## config.mk

```make
export PLATFORM = sky130hd
export DESIGN_NAME = rom_dl_sequencer_flat
export DESIGN_NICKNAME = d
export VERILOG_FILES = /design/src/rtl/rom_dl_sequencer_pkg.sv /design/src/rtl/rom_dl_sequencer_if.sv /design/src/rtl/rom_dl_sequencer_fifo.sv /design/src/rtl/rom_dl_sequencer.sv /design/src/flat_wrapper.sv
export SDC_FILE = /design/constraint.sdc
export NUM_CORES = 1
export LEC_CHECK = 0
export ABC_AREA = 1
export CORE_MARGIN = 2
export CORE_UTILIZATION = 54
export DETAILED_ROUTE_END_ITERATION = 6
export PLACE_DENSITY = 0.78
export SKIP_CTS_REPAIR_TIMING = 1
export SKIP_LAST_GASP = 1
export SLEW_MARGIN = 20
export SYNTH_ARGS = -nofsm -noshare
export SYNTH_HDL_FRONTEND = slang
export SYNTH_SLANG_ARGS = --single-unit
```

## constraint.sdc

```tcl
create_clock -name clk_sys -period 3.6 [get_ports clk_sys]
set_input_delay 1.08 -clock clk_sys [delete_from_list [all_inputs] [get_ports clk_sys]]
set_output_delay 1.08 -clock clk_sys [all_outputs]
set_load 0.05 [all_outputs]
```

## src/rtl/rom_dl_sequencer_pkg.sv

```systemverilog
// Shared types and region decode for the ROM download sequencer.
package rom_dl_pkg;

  typedef logic [1:0] state_t;
  localparam state_t IDLE  = 2'd0;
  localparam state_t ISSUE = 2'd1;
  localparam state_t WAIT  = 2'd2;

  typedef enum logic [1:0] {R_CPU, R_SND, R_SPR, R_PROM} region_t;

  localparam logic [24:0] SND_LO_DEF    = 25'h20000;
  localparam logic [24:0] SP_BASE_DEF   = 25'h30000;
  localparam logic [24:0] PROM_BASE_DEF = 25'hA0000;

  typedef struct packed {
    logic [24:0] addr;
    logic [7:0]  data;
  } dl_entry_t;

  // Regions are contiguous and ascending, so test from the top down.
  function automatic region_t decode_region(input logic [24:0] addr,
                                            input logic [24:0] snd_lo,
                                            input logic [24:0] sp_base,
                                            input logic [24:0] prom_base);
    if (addr >= prom_base) return R_PROM;
    if (addr >= sp_base)   return R_SPR;
    if (addr >= snd_lo)    return R_SND;
    return R_CPU;
  endfunction

endpackage

```

## src/rtl/rom_dl_sequencer_if.sv

```systemverilog
// HPS download stream, SDRAM toggle ports, BRAM/PROM writes and status.
interface rom_dl_sequencer_if;
  logic        dl_active;
  logic        dl_wr;
  logic [24:0] dl_addr;
  logic [7:0]  dl_data;
  logic        dl_wait;
  logic        p1_req;
  logic        p1_ack;
  logic [22:0] p1_a;
  logic [1:0]  p1_ds;
  logic [15:0] p1_d;
  logic        p2_req;
  logic        p2_ack;
  logic [22:0] p2_a;
  logic [1:0]  p2_ds;
  logic [15:0] p2_d;
  logic        snd_we;
  logic [15:0] snd_addr;
  logic [7:0]  snd_data;
  logic        prom_we;
  logic [11:0] prom_addr;
  logic [7:0]  prom_data;
  logic        rom_loaded;
  logic        err_ovf;
  logic        err_tmo;

  modport slave (
    input  dl_active, dl_wr, dl_addr, dl_data, p1_ack, p2_ack,
    output dl_wait, p1_req, p1_a, p1_ds, p1_d, p2_req, p2_a, p2_ds, p2_d,
           snd_we, snd_addr, snd_data, prom_we, prom_addr, prom_data,
           rom_loaded, err_ovf, err_tmo
  );

  modport master (
    output dl_active, dl_wr, dl_addr, dl_data, p1_ack, p2_ack,
    input  dl_wait, p1_req, p1_a, p1_ds, p1_d, p2_req, p2_a, p2_ds, p2_d,
           snd_we, snd_addr, snd_data, prom_we, prom_addr, prom_data,
           rom_loaded, err_ovf, err_tmo
  );
endinterface

```

## src/rtl/rom_dl_sequencer_fifo.sv

```systemverilog
// Byte write buffer: power-of-2 circular FIFO with occupancy count.
module dl_fifo
  import rom_dl_pkg::*;
#(
  parameter  int DEPTH = 4,
  localparam int AW    = $clog2(DEPTH),
  localparam int CW    = AW + 1
) (
  input  logic          clk_sys,
  input  logic          reset_n,
  input  logic          push,
  input  logic          pop,
  input  dl_entry_t     wdata,
  output dl_entry_t     rdata,
  output logic [CW-1:0] count,
  output logic          full,
  output logic          empty
);
  dl_entry_t     mem [DEPTH];
  logic [AW-1:0] wp, rp;
  logic          do_wr, do_rd;

  assign full  = (count == CW'(DEPTH));
  assign empty = (count == '0);
  assign do_rd = pop & ~empty;
  // A pop in the same cycle frees the slot the push lands in.
  assign do_wr = push & (~full | do_rd);
  assign rdata = mem[rp];

  always_ff @(posedge clk_sys or negedge reset_n) begin
    if (!reset_n) begin
      wp    <= '0;
      rp    <= '0;
      count <= '0;
    end else begin
      if (do_wr) wp <= wp + 1'b1;
      if (do_rd) rp <= rp + 1'b1;
      case ({do_wr, do_rd})
        2'b10:   count <= count + 1'b1;
        2'b01:   count <= count - 1'b1;
        default: ;
      endcase
    end
  end

  always_ff @(posedge clk_sys) begin
    if (do_wr) mem[wp] <= wdata;
  end

endmodule

```

## src/rtl/rom_dl_sequencer.sv

```systemverilog
// Buffers HPS ROM download bytes and routes each one to SDRAM ports, sound BRAM and PROM.
module rom_dl_sequencer
  import rom_dl_pkg::*;
#(
  parameter int          FIFO_DEPTH = 4,
  parameter logic [24:0] SND_LO     = SND_LO_DEF,
  parameter logic [24:0] SP_BASE    = SP_BASE_DEF,
  parameter logic [24:0] PROM_BASE  = PROM_BASE_DEF,
  parameter int          TIMEOUT    = 1023
) (
  input logic                clk_sys,
  input logic                reset_n,
  rom_dl_sequencer_if.slave  bus
);
  localparam int CW = $clog2(FIFO_DEPTH) + 1;
  localparam int TW = $clog2(TIMEOUT + 1);

  logic          wr_q, act_q, draining;
  logic          push, pop, act_rise, act_fall;
  logic          full, empty;
  logic [CW-1:0] count;
  dl_entry_t     wr_ent, head, hold;
  state_t        state;
  logic [TW-1:0] tmo_cnt;
  region_t       rgn;

  assign push     = bus.dl_wr & ~wr_q & bus.dl_active;
  assign pop      = (state == IDLE) & ~empty;
  assign act_rise = bus.dl_active & ~act_q;
  assign act_fall = ~bus.dl_active & act_q;
  assign wr_ent   = '{addr: bus.dl_addr, data: bus.dl_data};
  assign rgn      = decode_region(hold.addr, SND_LO, SP_BASE, PROM_BASE);

  assign bus.dl_wait = (count >= CW'(FIFO_DEPTH - 1)) | ((state != IDLE) & (count != '0));

  dl_fifo #(.DEPTH(FIFO_DEPTH)) u_fifo (
    .clk_sys (clk_sys),
    .reset_n (reset_n),
    .push    (push),
    .pop     (pop),
    .wdata   (wr_ent),
    .rdata   (head),
    .count   (count),
    .full    (full),
    .empty   (empty)
  );

  always_ff @(posedge clk_sys or negedge reset_n) begin
    if (!reset_n) begin
      wr_q           <= 1'b0;
      act_q          <= 1'b0;
      draining       <= 1'b0;
      bus.rom_loaded <= 1'b0;
      bus.err_ovf    <= 1'b0;
    end else begin
      wr_q  <= bus.dl_wr;
      act_q <= bus.dl_active;
      if (act_rise) begin
        bus.rom_loaded <= 1'b0;
        bus.err_ovf    <= 1'b0;
        draining       <= 1'b0;
      end else begin
        if (push & full & ~pop) bus.err_ovf <= 1'b1;
        // Loaded only once everything queued before the fall has gone out.
        if (act_fall) draining <= 1'b1;
        else if (draining & empty & (state == IDLE)) begin
          bus.rom_loaded <= 1'b1;
          draining       <= 1'b0;
        end
      end
    end
  end

  always_ff @(posedge clk_sys or negedge reset_n) begin
    if (!reset_n) begin
      state         <= IDLE;
      hold          <= '0;
      tmo_cnt       <= '0;
      bus.p1_req    <= 1'b0;
      bus.p1_a      <= '0;
      bus.p1_ds     <= '0;
      bus.p1_d      <= '0;
      bus.p2_req    <= 1'b0;
      bus.p2_a      <= '0;
      bus.p2_ds     <= '0;
      bus.p2_d      <= '0;
      bus.snd_we    <= 1'b0;
      bus.snd_addr  <= '0;
      bus.snd_data  <= '0;
      bus.prom_we   <= 1'b0;
      bus.prom_addr <= '0;
      bus.prom_data <= '0;
      bus.err_tmo   <= 1'b0;
    end else begin
      bus.snd_we  <= 1'b0;
      bus.prom_we <= 1'b0;
      if (act_rise) bus.err_tmo <= 1'b0;
      case (state)
        IDLE: begin
          if (!empty) begin
            hold  <= head;
            state <= ISSUE;
          end
        end
        ISSUE: begin
          bus.p1_req <= ~bus.p1_req;
          bus.p1_a   <= hold.addr[23:1];
          bus.p1_ds  <= {hold.addr[0], ~hold.addr[0]};
          bus.p1_d   <= {2{hold.data}};
          if (rgn == R_SPR) begin
            bus.p2_req <= ~bus.p2_req;
            bus.p2_a   <= 23'((hold.addr - SP_BASE) >> 1);
            bus.p2_ds  <= {hold.addr[0], ~hold.addr[0]};
            bus.p2_d   <= {2{hold.data}};
          end
          if (rgn == R_SND) begin
            bus.snd_we   <= 1'b1;
            bus.snd_addr <= hold.addr[15:0];
            bus.snd_data <= hold.data;
          end
          if (rgn == R_PROM) begin
            bus.prom_we   <= 1'b1;
            bus.prom_addr <= 12'(hold.addr - PROM_BASE);
            bus.prom_data <= hold.data;
          end
          tmo_cnt <= '0;
          state   <= WAIT;
        end
        WAIT: begin
          if ((bus.p1_ack == bus.p1_req) && (bus.p2_ack == bus.p2_req)) begin
            state <= IDLE;
          end else if (tmo_cnt == TW'(TIMEOUT - 1)) begin
            // Give up on this byte; it is not retried.
            bus.err_tmo <= 1'b1;
            state       <= IDLE;
          end else begin
            tmo_cnt <= tmo_cnt + 1'b1;
          end
        end
        default: state <= IDLE;
      endcase
    end
  end

endmodule

```

## src/flat_wrapper.sv

```systemverilog
// flat-port wrapper written by rule: the top's interface ports become plain ports
module rom_dl_sequencer_flat import rom_dl_pkg::*;
#(
  parameter int          FIFO_DEPTH = 4,
  parameter logic [24:0] SND_LO     = SND_LO_DEF,
  parameter logic [24:0] SP_BASE    = SP_BASE_DEF,
  parameter logic [24:0] PROM_BASE  = PROM_BASE_DEF,
  parameter int          TIMEOUT    = 1023
)
  (clk_sys, reset_n, bus_dl_active, bus_dl_wr, bus_dl_addr, bus_dl_data, bus_p1_ack, bus_p2_ack, bus_dl_wait, bus_p1_req, bus_p1_a, bus_p1_ds, bus_p1_d, bus_p2_req, bus_p2_a, bus_p2_ds, bus_p2_d, bus_snd_we, bus_snd_addr, bus_snd_data, bus_prom_we, bus_prom_addr, bus_prom_data, bus_rom_loaded, bus_err_ovf, bus_err_tmo);
  rom_dl_sequencer_if bus_i ();
  input logic clk_sys;
  input logic reset_n;
  input wire logic [$bits(bus_i.dl_active)-1:0] bus_dl_active;
  input wire logic [$bits(bus_i.dl_wr)-1:0] bus_dl_wr;
  input wire logic [$bits(bus_i.dl_addr)-1:0] bus_dl_addr;
  input wire logic [$bits(bus_i.dl_data)-1:0] bus_dl_data;
  input wire logic [$bits(bus_i.p1_ack)-1:0] bus_p1_ack;
  input wire logic [$bits(bus_i.p2_ack)-1:0] bus_p2_ack;
  output wire logic [$bits(bus_i.dl_wait)-1:0] bus_dl_wait;
  output wire logic [$bits(bus_i.p1_req)-1:0] bus_p1_req;
  output wire logic [$bits(bus_i.p1_a)-1:0] bus_p1_a;
  output wire logic [$bits(bus_i.p1_ds)-1:0] bus_p1_ds;
  output wire logic [$bits(bus_i.p1_d)-1:0] bus_p1_d;
  output wire logic [$bits(bus_i.p2_req)-1:0] bus_p2_req;
  output wire logic [$bits(bus_i.p2_a)-1:0] bus_p2_a;
  output wire logic [$bits(bus_i.p2_ds)-1:0] bus_p2_ds;
  output wire logic [$bits(bus_i.p2_d)-1:0] bus_p2_d;
  output wire logic [$bits(bus_i.snd_we)-1:0] bus_snd_we;
  output wire logic [$bits(bus_i.snd_addr)-1:0] bus_snd_addr;
  output wire logic [$bits(bus_i.snd_data)-1:0] bus_snd_data;
  output wire logic [$bits(bus_i.prom_we)-1:0] bus_prom_we;
  output wire logic [$bits(bus_i.prom_addr)-1:0] bus_prom_addr;
  output wire logic [$bits(bus_i.prom_data)-1:0] bus_prom_data;
  output wire logic [$bits(bus_i.rom_loaded)-1:0] bus_rom_loaded;
  output wire logic [$bits(bus_i.err_ovf)-1:0] bus_err_ovf;
  output wire logic [$bits(bus_i.err_tmo)-1:0] bus_err_tmo;
  assign bus_i.dl_active = bus_dl_active;
  assign bus_i.dl_wr = bus_dl_wr;
  assign bus_i.dl_addr = bus_dl_addr;
  assign bus_i.dl_data = bus_dl_data;
  assign bus_i.p1_ack = bus_p1_ack;
  assign bus_i.p2_ack = bus_p2_ack;
  assign bus_dl_wait = bus_i.dl_wait;
  assign bus_p1_req = bus_i.p1_req;
  assign bus_p1_a = bus_i.p1_a;
  assign bus_p1_ds = bus_i.p1_ds;
  assign bus_p1_d = bus_i.p1_d;
  assign bus_p2_req = bus_i.p2_req;
  assign bus_p2_a = bus_i.p2_a;
  assign bus_p2_ds = bus_i.p2_ds;
  assign bus_p2_d = bus_i.p2_d;
  assign bus_snd_we = bus_i.snd_we;
  assign bus_snd_addr = bus_i.snd_addr;
  assign bus_snd_data = bus_i.snd_data;
  assign bus_prom_we = bus_i.prom_we;
  assign bus_prom_addr = bus_i.prom_addr;
  assign bus_prom_data = bus_i.prom_data;
  assign bus_rom_loaded = bus_i.rom_loaded;
  assign bus_err_ovf = bus_i.err_ovf;
  assign bus_err_tmo = bus_i.err_tmo;
  rom_dl_sequencer #(.FIFO_DEPTH(FIFO_DEPTH), .SND_LO(SND_LO), .SP_BASE(SP_BASE), .PROM_BASE(PROM_BASE), .TIMEOUT(TIMEOUT)) u_core (.clk_sys(clk_sys), .reset_n(reset_n), .bus(bus_i));
endmodule
```

Word level (Yosys, flattened, before mapping)
Memory sizes are Yosys's and may differ from the RTL's. A register that Yosys moved wholly into a read port is not among the register bits. Index checks and enable logic that the tools add are counted.

Add/subtract/negate cells: 7. Magnitude comparators: 4. Equality and inequality tests: 16. Multiplexer cells: 38. Bitwise logic cells: 23. Reduce and logical (&&, ||, !) cells: 18.

Operators with widths (count): $ge 25x18->1 const B (2); $ge 25x20->1 const B (1); $mux 1 (24); $sub 24x18->24 const B (1); $mux 10 (2); $pmux 10 s2 (1); $mux 2 (9); $and 1x1->1 (12); $reduce_and 2->1 (6); $sub 12x1->12 const B (1); $add 10x1->10 const B (1); $eq 10x10->1 const B (1); $reduce_bool 2->1 (5); $not 1->1 (9); $eq 2x2->1 const B (4); $eq 2x1->1 const B (3); $ne 2x2->1 const B (3); $pmux 2 s3 (1); $pmux 3 s2 (1); $reduce_bool 3->1 (2); $add 2x1->2 const B (2); $add 3x1->3 const B (1); $eq 3x3->1 const B (1); $ge 3x2->1 const B (1); other kinds (10) (12).

Register bits after elaboration: 155. Bits in writable memories: 132. Input bits: 39. Output and inout port bits: 134. Word-level logic and storage cells: 132. Memories: 1.

Memories: u_core.u_fifo.mem (depth 4, bits a word 33, rd ports 1, clocked after memory_dff 1, write ports 1, line rom_dl_sequencer_fifo.sv:19) `dl_entry_t mem [DEPTH];`.

Longest topological paths before layout
Gate-level depths: netlist of the first run.

Depth in word-level cells: 11. Gate-level depth with buffers: 12. Mapped depth without buffers: 12.

Hierarchy
Synthesis of the first run repeated with hierarchy kept, for this count alone.

Cells, all modules: 1191. Area total of the unflattened synthesis: 12515.8 um^2.

By module, submodules not included: rom_dl_sequencer (instances 1, cells each 775, area an instance 7044.3 um^2); dl_fifo (instances 1, cells each 416, area an instance 5471.5 um^2).

Least setup slack after synthesis of the first run
No wires, ideal clock.

Kind: input-to-reg. Start: input bus_dl_active. End: memory u_core.u_fifo.mem[0][0] in the netlist's numbering (enable). Library setup time: 423 ps. Arrival: 2863 ps. Data required time: 3177 ps. Path slack: 314 ps. Stages: 4. Path buffers: 0. Cell sequence: nand2_1 -> nor2_1 -> nand2_1 -> nor2_1.

Cells in the longest elaborated chain, start to end: 4.

RTL lines: from (decl) (line flat_wrapper.sv:14) `input wire logic [$bits(bus_i.dl_active)-1:0] bus_dl_active;`; $and 1x1->1 (line rom_dl_sequencer.sv:27) `assign push = bus.dl_wr & ~wr_q & bus.dl_active;`; $and 1x1->1 (line rom_dl_sequencer_fifo.sv:27) `assign do_wr = push & (~full | do_rd);`; $mux 1 (line rom_dl_sequencer_fifo.sv:47) `if (do_wr) mem[wp] <= wdata;`; $mux 1 (not written as such) (line rom_dl_sequencer_fifo.sv:47); to (decl) (line rom_dl_sequencer_fifo.sv:19).

Every way passes these cells.

Worst setup path after layout of the first run
Start: register u_core.state[0]. End: output bus_dl_wait.

Cells in the longest elaborated chain, start to end: 3.

RTL lines: from (decl) (line rom_dl_sequencer.sv:23) `state_t state;`; from (signal assigned) (line rom_dl_sequencer.sv:76) `state <= IDLE;`; from (signal assigned) (line rom_dl_sequencer.sv:102) `state <= ISSUE;`; from (signal assigned) (line rom_dl_sequencer.sv:127) `state <= WAIT;`; $reduce_bool 2->1 (line rom_dl_sequencer.sv:34) `assign bus.dl_wait = (count >= CW'(FIFO_DEPTH - 1)) | ((state != IDLE) & (count != '0));`; $and 1x1->1 (line rom_dl_sequencer.sv:34); $or 1x1->1 (line rom_dl_sequencer.sv:34); to (decl) (line flat_wrapper.sv:20) `output wire logic [$bits(bus_i.dl_wait)-1:0] bus_dl_wait;`.

Every way passes these cells.

==> results.txt, run 1 <==
Run status - finished clean
Worst EP required - 2.52 ns
Number of synthesized flops with an enable pin - 132
Number of fillers in the final layout - 1593
CTS clk-pin slew, worst paths - 0.06 ns
Vias - 8443
Io pins - 173
CP arrival - 2.26 ns
Synthesized area - 11990 µm²
Clk network pwr share - 0.226
CTS Buf Count - 30
Average size of a mapped cell - 11.01 µm²
Pwr/cell area - 966.7 nW/µm²
H-tree levels - 1
Num rows - 54
Vias in the first global route - 8033
DRC viols - 0
Top post-synthesis cells by area - dfrtp_1 (36%), edfxtp_1 (33%), o21ai_0 (7.2%)
CTS tree - yes
Layout cells sized above 1 - 0.06572
CORE AREA - 21820 µm²
Crit path capture type - primary output
Final Skew - 0.02139 ns
Initial DRC Count - 647
Wire length per cell - 18.03 µm
Clk_lat worst skew - 0.56 ns
Post-synthesis sequential area ratio - 0.6896
HP Class - reg2reg
Final worst slack - 0.2639 ns
Gate Count Post-Synth - 1089
Post-synth cell types - 32
Critical path peak fanout - 4
Synth top cells by count - nand2_1 (209), o21ai_0 (173), dfrtp_1 (172)
Synth Warn # - 0
Leading cell type by number of instances after synthesis - nand2_1
Fin util - 0.6848
Min Tclk post-route - 3.336 ns
TritonRoute pass-1 iters - 5
Dpl hpwl - 17960 µm
Vias per cell - 5.472
Pre-CTS setup slack - 0.4030 ns
Switching share of power - 0.4311
Crit path buf inv count - 2
Clk sinks - 304
Fmax - 299.8 MHz
Int Power - 0.008220 W
Die width - 153 µm
Max IR drop VDD - 503.9 µV
Yosys top cell area share - 0.3590
Crit-path max cell delay - 0.82 ns
Crit path cell chain - inv_1, ha_1, o21ai_0, clkdlybuf4s50_1
First-pass GRT wire length - 43900 µm
Top_reg_cell synth - dfrtp_1
Max Cap Viol - 0
Initial core utilization - 0.5494
Worst rel slew slack - 0.4754
Switching pwr - 0.006228 W
Nets - 1291
CTS Buffer Depth - 3
Syn Nets - 1141
Post-synth ARST share - 0.5658
Overall routing resource usage - 0.2357
Pwr Total - 0.01445 W
Die H - 153 µm
Area Growth Syn to Fin - 24.66%
Largest net degree at the start of global routing - 82
Root buffer cell - clkbuf_16
Startpoint types - flop
Initial antenna violation count - 1
Die ar. - 23410 µm²
Crit share post-route - 0.9267
Final setup viols - 0
GP Congestion - 0.8153
Comb pwr share - 0.426
CP max stage cell - clkdlybuf4s50_1
Setup Total Neg Slack - 0 ns
CP top delay family - buffers and inverters
Global route overflow - 0
Final Hold Vio Count - 0
Worst-Margin Slew - 0.7870 ns
RSZ-0062 raised after global routing - false
Final Max Slew Viols - 0
WS Path Type - reg2out
Total Wirelength - 27820 µm
Port Buf Inserts - 172
ANT cells - 0
Sequential power share - 0.348
Synthesis-stage register bit count - 304
LEAKAGE - 6.086 nW
Post-route ant nets - 0
Synth area leader - dfrtp_1
power groups by stage:
stage	Sequential [W]	Clock [W]	Combinational, W
after floorplan	0.00666	0	0.00246
after global placement	0.00505	0	0.00600
after detailed placement	0.00508	0	0.00613
after CTS	0.00502	0.00331	0.00617
after global routing	0.00512	0.00344	0.00662
final	0.00503	0.00327	0.00616
final cells by class:
type | count | area (µm²) | area share
tap | 280 | 350.3 | 0.02344
timing repair buffer | 188 | 1881 | 0.1258
clock inverter | 14 | 158.9 | 0.01063
clock buffer | 42 | 898.4 | 0.06011
multi-input combinational | 650 | 3144 | 0.2104
sequential | 304 | 8269 | 0.5533
inverter | 65 | 244.0 | 0.01632
stage by stage:
step | cell area [µm²] | cells | hold slack [ns]
6_report | 14950 | 1543 | 0.4699
5_1_grt | 14950 | 1543 | 0.4952
4_1_cts | 14950 | 1543 | 0.4729
3_5_place_dp | 13890 | 1487 | 0.4575
3_3_place_gp | 13890 | 1487 | 0.4533
2_1_floorplan | 11990 | 1089 | 0.4699
final timing paths:
kind	cells past startpoint	endpoint	from	slack, ns
min reg2reg	2	u_core.bus.snd_addr[11]	u_core.bus.snd_addr[11]	0.47
max in group asynchronous	2	u_core.u_fifo.rp[0]	reset_n	2.30
min	2	u_core.bus.snd_addr[11]	u_core.bus.snd_addr[11]	0.47
max	4	bus_dl_wait	u_core.state[0]	0.26
max reg2reg	12	u_core.u_fifo.count[2]	u_core.state[0]	1.17
min in group asynchronous	1	u_core.bus.err_ovf	reset_n	0.57
placed cells by master, fill, tap and decap left out, types with 5 or more instances in the layout:
cell | Yosys | routed
edfxtp_1 | 132 | 132
clkdlybuf4s50_1 | 0 | 171
clkinv_2 | 0 | 5
nand2_1 | 209 | 209
buf_4 | 18 | 13
a21oi_1 | 10 | 10
nor2_1 | 126 | 122
a31oi_1 | 5 | 5
inv_1 | 62 | 61
xor2_1 | 12 | 12
clkbuf_16 | 0 | 32
o21ai_0 | 173 | 173
dfrtp_1 | 172 | 171
o22ai_1 | 29 | 29
ha_1 | 12 | 12
nand3_1 | 17 | 17
nor2_4 | 2 | 6
o21ai_1 | 12 | 12
nand4_1 | 26 | 26
clkbuf_8 | 0 | 6
flip-flops by register name, indices dropped and copies added (netlist names), 2 cells and up:
| name | flops |
|---|---|
| u_core.bus.snd_addr | 16 |
| u_core.bus.p1_a | 23 |
| u_core.state | 2 |
| u_core.u_fifo.wp | 2 |
| u_core.bus.p1_ds | 2 |
| u_core.bus.snd_data | 8 |
| u_core.hold | 33 |
| u_core.bus.prom_data | 8 |
| u_core.bus.p2_d | 8 |
| u_core.u_fifo.mem | 132 |
| u_core.bus.p1_d | 8 |
| u_core.u_fifo.rp | 2 |
| u_core.bus.p2_a | 23 |
| u_core.bus.prom_addr | 12 |
| u_core.bus.p2_ds | 2 |
| u_core.u_fifo.count | 3 |
| u_core.tmo_cnt | 10 |
tightest hold or removal path: stages (launching register included):
cell,delay [ns]
dfrtp_1,0.34
nand2_1,0.05
nand2_1,0.05
metal layers:
layer,wire length (µm),global-route usage,part of all wire,vias up
li1,-,-,-,3971
met1,11760,0.3373,0.42,4100
met2,13230,0.3713,0.48,312
met3,1934,0.03771,0.070,58
met4,879,0.08554,0.032,2
met5,13,0,0.00047,-
cells by family after synthesis:
logic type                 after synthesis  share of synthesized area
and+or+nand+nor                        389                     0.1327
DFF                                    304                     0.6896
AOI/OAI and AO/OA                      232                     0.1011
buffers and inverters                  135                    0.05062
xor gates and xnor gates                16                    0.01169
adders and majority gates               13                    0.01419
Power figures use the tool's default switching activity.
==> run 2, diff against run 1 <==
--- a/config.mk
+++ b/config.mk
@@ -8,6 +8,7 @@
 export ABC_AREA = 1
 export CORE_MARGIN = 2
 export CORE_UTILIZATION = 54
+export CTS_CLUSTER_DIAMETER = 200
 export DETAILED_ROUTE_END_ITERATION = 6
 export PLACE_DENSITY = 0.78
 export SKIP_CTS_REPAIR_TIMING = 1
==> results of run 2 <==
No change in the layout: final DEF, timing and power equal those of run 1.
==> run 3, diff against run 2 <==
--- a/config.mk
+++ b/config.mk
@@ -6,13 +6,14 @@
 export NUM_CORES = 1
 export LEC_CHECK = 0
 export ABC_AREA = 1
+export CELL_PAD_IN_SITES_DETAIL_PLACEMENT = 1
+export CELL_PAD_IN_SITES_GLOBAL_PLACEMENT = 2
 export CORE_MARGIN = 2
-export CORE_UTILIZATION = 54
+export CORE_UTILIZATION = 35
 export CTS_CLUSTER_DIAMETER = 200
 export DETAILED_ROUTE_END_ITERATION = 6
 export PLACE_DENSITY = 0.78
 export SKIP_CTS_REPAIR_TIMING = 1
-export SKIP_LAST_GASP = 1
 export SLEW_MARGIN = 20
 export SYNTH_ARGS = -nofsm -noshare
 export SYNTH_HDL_FRONTEND = slang
==> run 3 against run 2 <==
  * Routed wire length rose by 17%
  * Sequential share of layout area fell by 0.96 points
  * Maximum frequency rose by 1.2%
  * Flip-flop and latch count did not move
==> results.txt, run 3 (synthesized netlist as in run 1, its figures left out) <==
Sequential power share - 0.345 (-0.003)
Port Buf Inserts - 172 (unchanged)
CTS Buffer Depth - 3 (unchanged)
Area Growth Syn to Fin - 26.87%
Worst-Margin Slew - 0.9255 ns (+0.1386 ns)
Largest Register - u_core.u_fifo.mem
Commonest cells after routing, fill and taps aside - nand2_1 (209), o21ai_0 (173), clkdlybuf4s50_1 (171), dfrtp_1 (171), edfxtp_1 (132)
Clk_lat worst skew - 0.51 ns (-0.05 ns)
Pwr Total - 0.01464 W (+1.3%)
Min Tclk post-route - 3.297 ns (-0.03883 ns)
Pwr/cell area - 962.5 nW/µm² (-0.44%)
Die H - 189.1 µm (+24%)
Startpoint types - flop
Initial antenna violation count - 0 (-1)
GP Congestion - 0.7361 (-9.7%)
Root buffer cell - clkbuf_16
RSZ-0062 raised after global routing - false
CTS tree - yes
CORE AREA - 33620 µm² (+54%)
CTS Buf Count - 34 (+13%)
Setup Total Neg Slack - 0 ns (unchanged)
Final setup viols - 0 (unchanged)
CP top delay family - buffers and inverters
Overall routing resource usage - 0.1812 (-0.05444)
Fin util - 0.4525 (-0.2324)
Worst rel slew slack - 0.3792 (-0.09620)
Commonest non-fill, non-tap cell in the layout - nand2_1
CP max stage cell - clkdlybuf4s50_1
TritonRoute pass-1 iters - 4 (-1)
LEAKAGE - 6.112 nW (+0.42%)
Final worst slack - 0.3027 ns (+0.03883 ns)
Int Power - 0.008249 W (+0.36%)
Switching pwr - 0.006391 W (+2.6%)
HP Class - reg2reg
Fin area - 15210 µm² (+1.8%)
Crit path cell chain - inv_1, ha_1, o21ai_0, clkdlybuf4s50_1
H-tree levels - 2 (+1)
Vias - 8381 (-0.73%)
Crit share post-route - 0.9159 (-0.01079)
Die width - 189.1 µm (+24%)
Layout cells sized above 1 - 0.06530 (-0.0004136)
Crit path buf inv count - 2 (unchanged)
Number of fillers in the final layout - 3581 (+120%)
Final Skew - 0.01588 ns (-0.005513 ns)
Io pins - 173 (unchanged)
Placement-stage cell area - 14150 µm² (+1.9%)
Global route overflow - 0 (unchanged)
Final Max Slew Viols - 0 (unchanged)
Clk sinks - 304 (unchanged)
Fmax - 303.3 MHz (+1.2%)
Num rows - 67 (+24%)
Initial core utilization - 0.3566 (-0.1927)
Largest regs - u_core.u_fifo.mem x132, u_core.hold x33
Crit path capture type - primary output
First-pass GRT wire length - 50510 µm (+15%)
Critical path peak fanout - 4 (unchanged)
Worst EP required - 2.52 ns (about the same)
Switching share of power - 0.4365 (+0.005453)
Pre-CTS setup slack - 0.5311 ns (+0.1281 ns)
Run status - finished clean
Post-route ant nets - 0 (unchanged)
Dpl hpwl - 21440 µm (+19%)
Clk network pwr share - 0.227 (about the same)
Vias per cell - 4.876 (-11%)
Final Hold Vio Count - 0 (unchanged)
DRC viols - 0 (unchanged)
CP arrival - 2.22 ns (-0.04 ns)
Comb pwr share - 0.428 (+0.002)
CTS clk-pin slew, worst paths - 0.06 ns (about the same)
Vias in the first global route - 8627 (+7.4%)
Max IR drop VDD - 400.7 µV (-20%)
Total Wirelength - 32410 µm (+17%)
Initial DRC Count - 424 (-34%)
Crit-path max cell delay - 0.84 ns (+0.02 ns)
Nets - 1299 (+0.62%)
Largest register FFs - 132 (unchanged)
Max Cap Viol - 0 (unchanged)
Largest net degree at the start of global routing - 68 (-17%)
ANT cells - 0 (unchanged)
WS Path Type - reg2out
Die ar. - 35750 µm² (+53%)
Wire length per cell - 18.86 µm (+4.6%)
-- run 3: cell types whose count changed in the layout (fill, tap and decap cells not counted), sizes merged --
| cell | change |
|---|---|
| clkbuf | +8 |
| buf | +4 |
| clkinvlp | -3 |
| bufinv | -2 |
| clkinv | +2 |
| inv | -1 |
-- run 3: cell type report --
type                       instances  area [µm²]  area share
clock inverter                    10       75.07    0.004935
clock buffer                      50       982.2     0.06457
multi-input combinational        650        3144      0.2067
tap                              448       560.5     0.03685
inverter                          65       244.0     0.01604
sequential                       304        8269      0.5436
timing repair buffer             192        1936      0.1273
-- run 3: worst reg2reg max path, stage by stage (launching register included) --
cell,delay (ns)
dfrtp_2,0.37
clkinv_1,0.72
buf_4,0.51
o21ai_0,0.22
o22ai_1,0.19
nand2_1,0.11
o21ai_0,0.09
-- run 3: power groups by stage --
stage	Clock [W]	Sequential, W	Combinational, W
after floorplan	0	0.00666	0.00246
after global placement	0	0.00509	0.00622
after detailed placement	0	0.00512	0.00634
after CTS	0.00342	0.00506	0.00637
after global routing	0.00356	0.00516	0.00679
final	0.00332	0.00505	0.00627
-- run 3: worst paths after layout --
path / endpoint / depth (start not counted) / start / slack [ns]
max: bus_dl_wait / 4 / u_core.state[0] / 0.30
min: u_core.bus.snd_addr[7] / 2 / u_core.bus.snd_addr[7] / 0.47
max reg2reg: u_core.hold[22] / 6 / u_core.u_fifo.rp[0] / 1.25
min reg2reg: u_core.bus.snd_addr[7] / 2 / u_core.bus.snd_addr[7] / 0.47
max in group asynchronous: u_core.bus.p2_a[10] / 2 / reset_n / 2.23
min in group asynchronous: u_core.bus.p1_a[16] / 1 / reset_n / 0.57
-- run 3: routing by layer --
metal,up-vias,track usage,part of all wire
li1,3983,-,-
met1,4190,0.2522,0.47
met2,166,0.2995,0.48
met3,42,0.02428,0.036
met4,0,0.04718,0.018
met5,-,0,0
-- run 3: metrics by stage --
stage	instances	hold WS, ns
floorplan	1089	0.4699
finish	1719	0.4694
detailed placement	1659	0.4582
CTS	1719	0.4729
global placement	1659	0.4552
global route	1719	0.5070
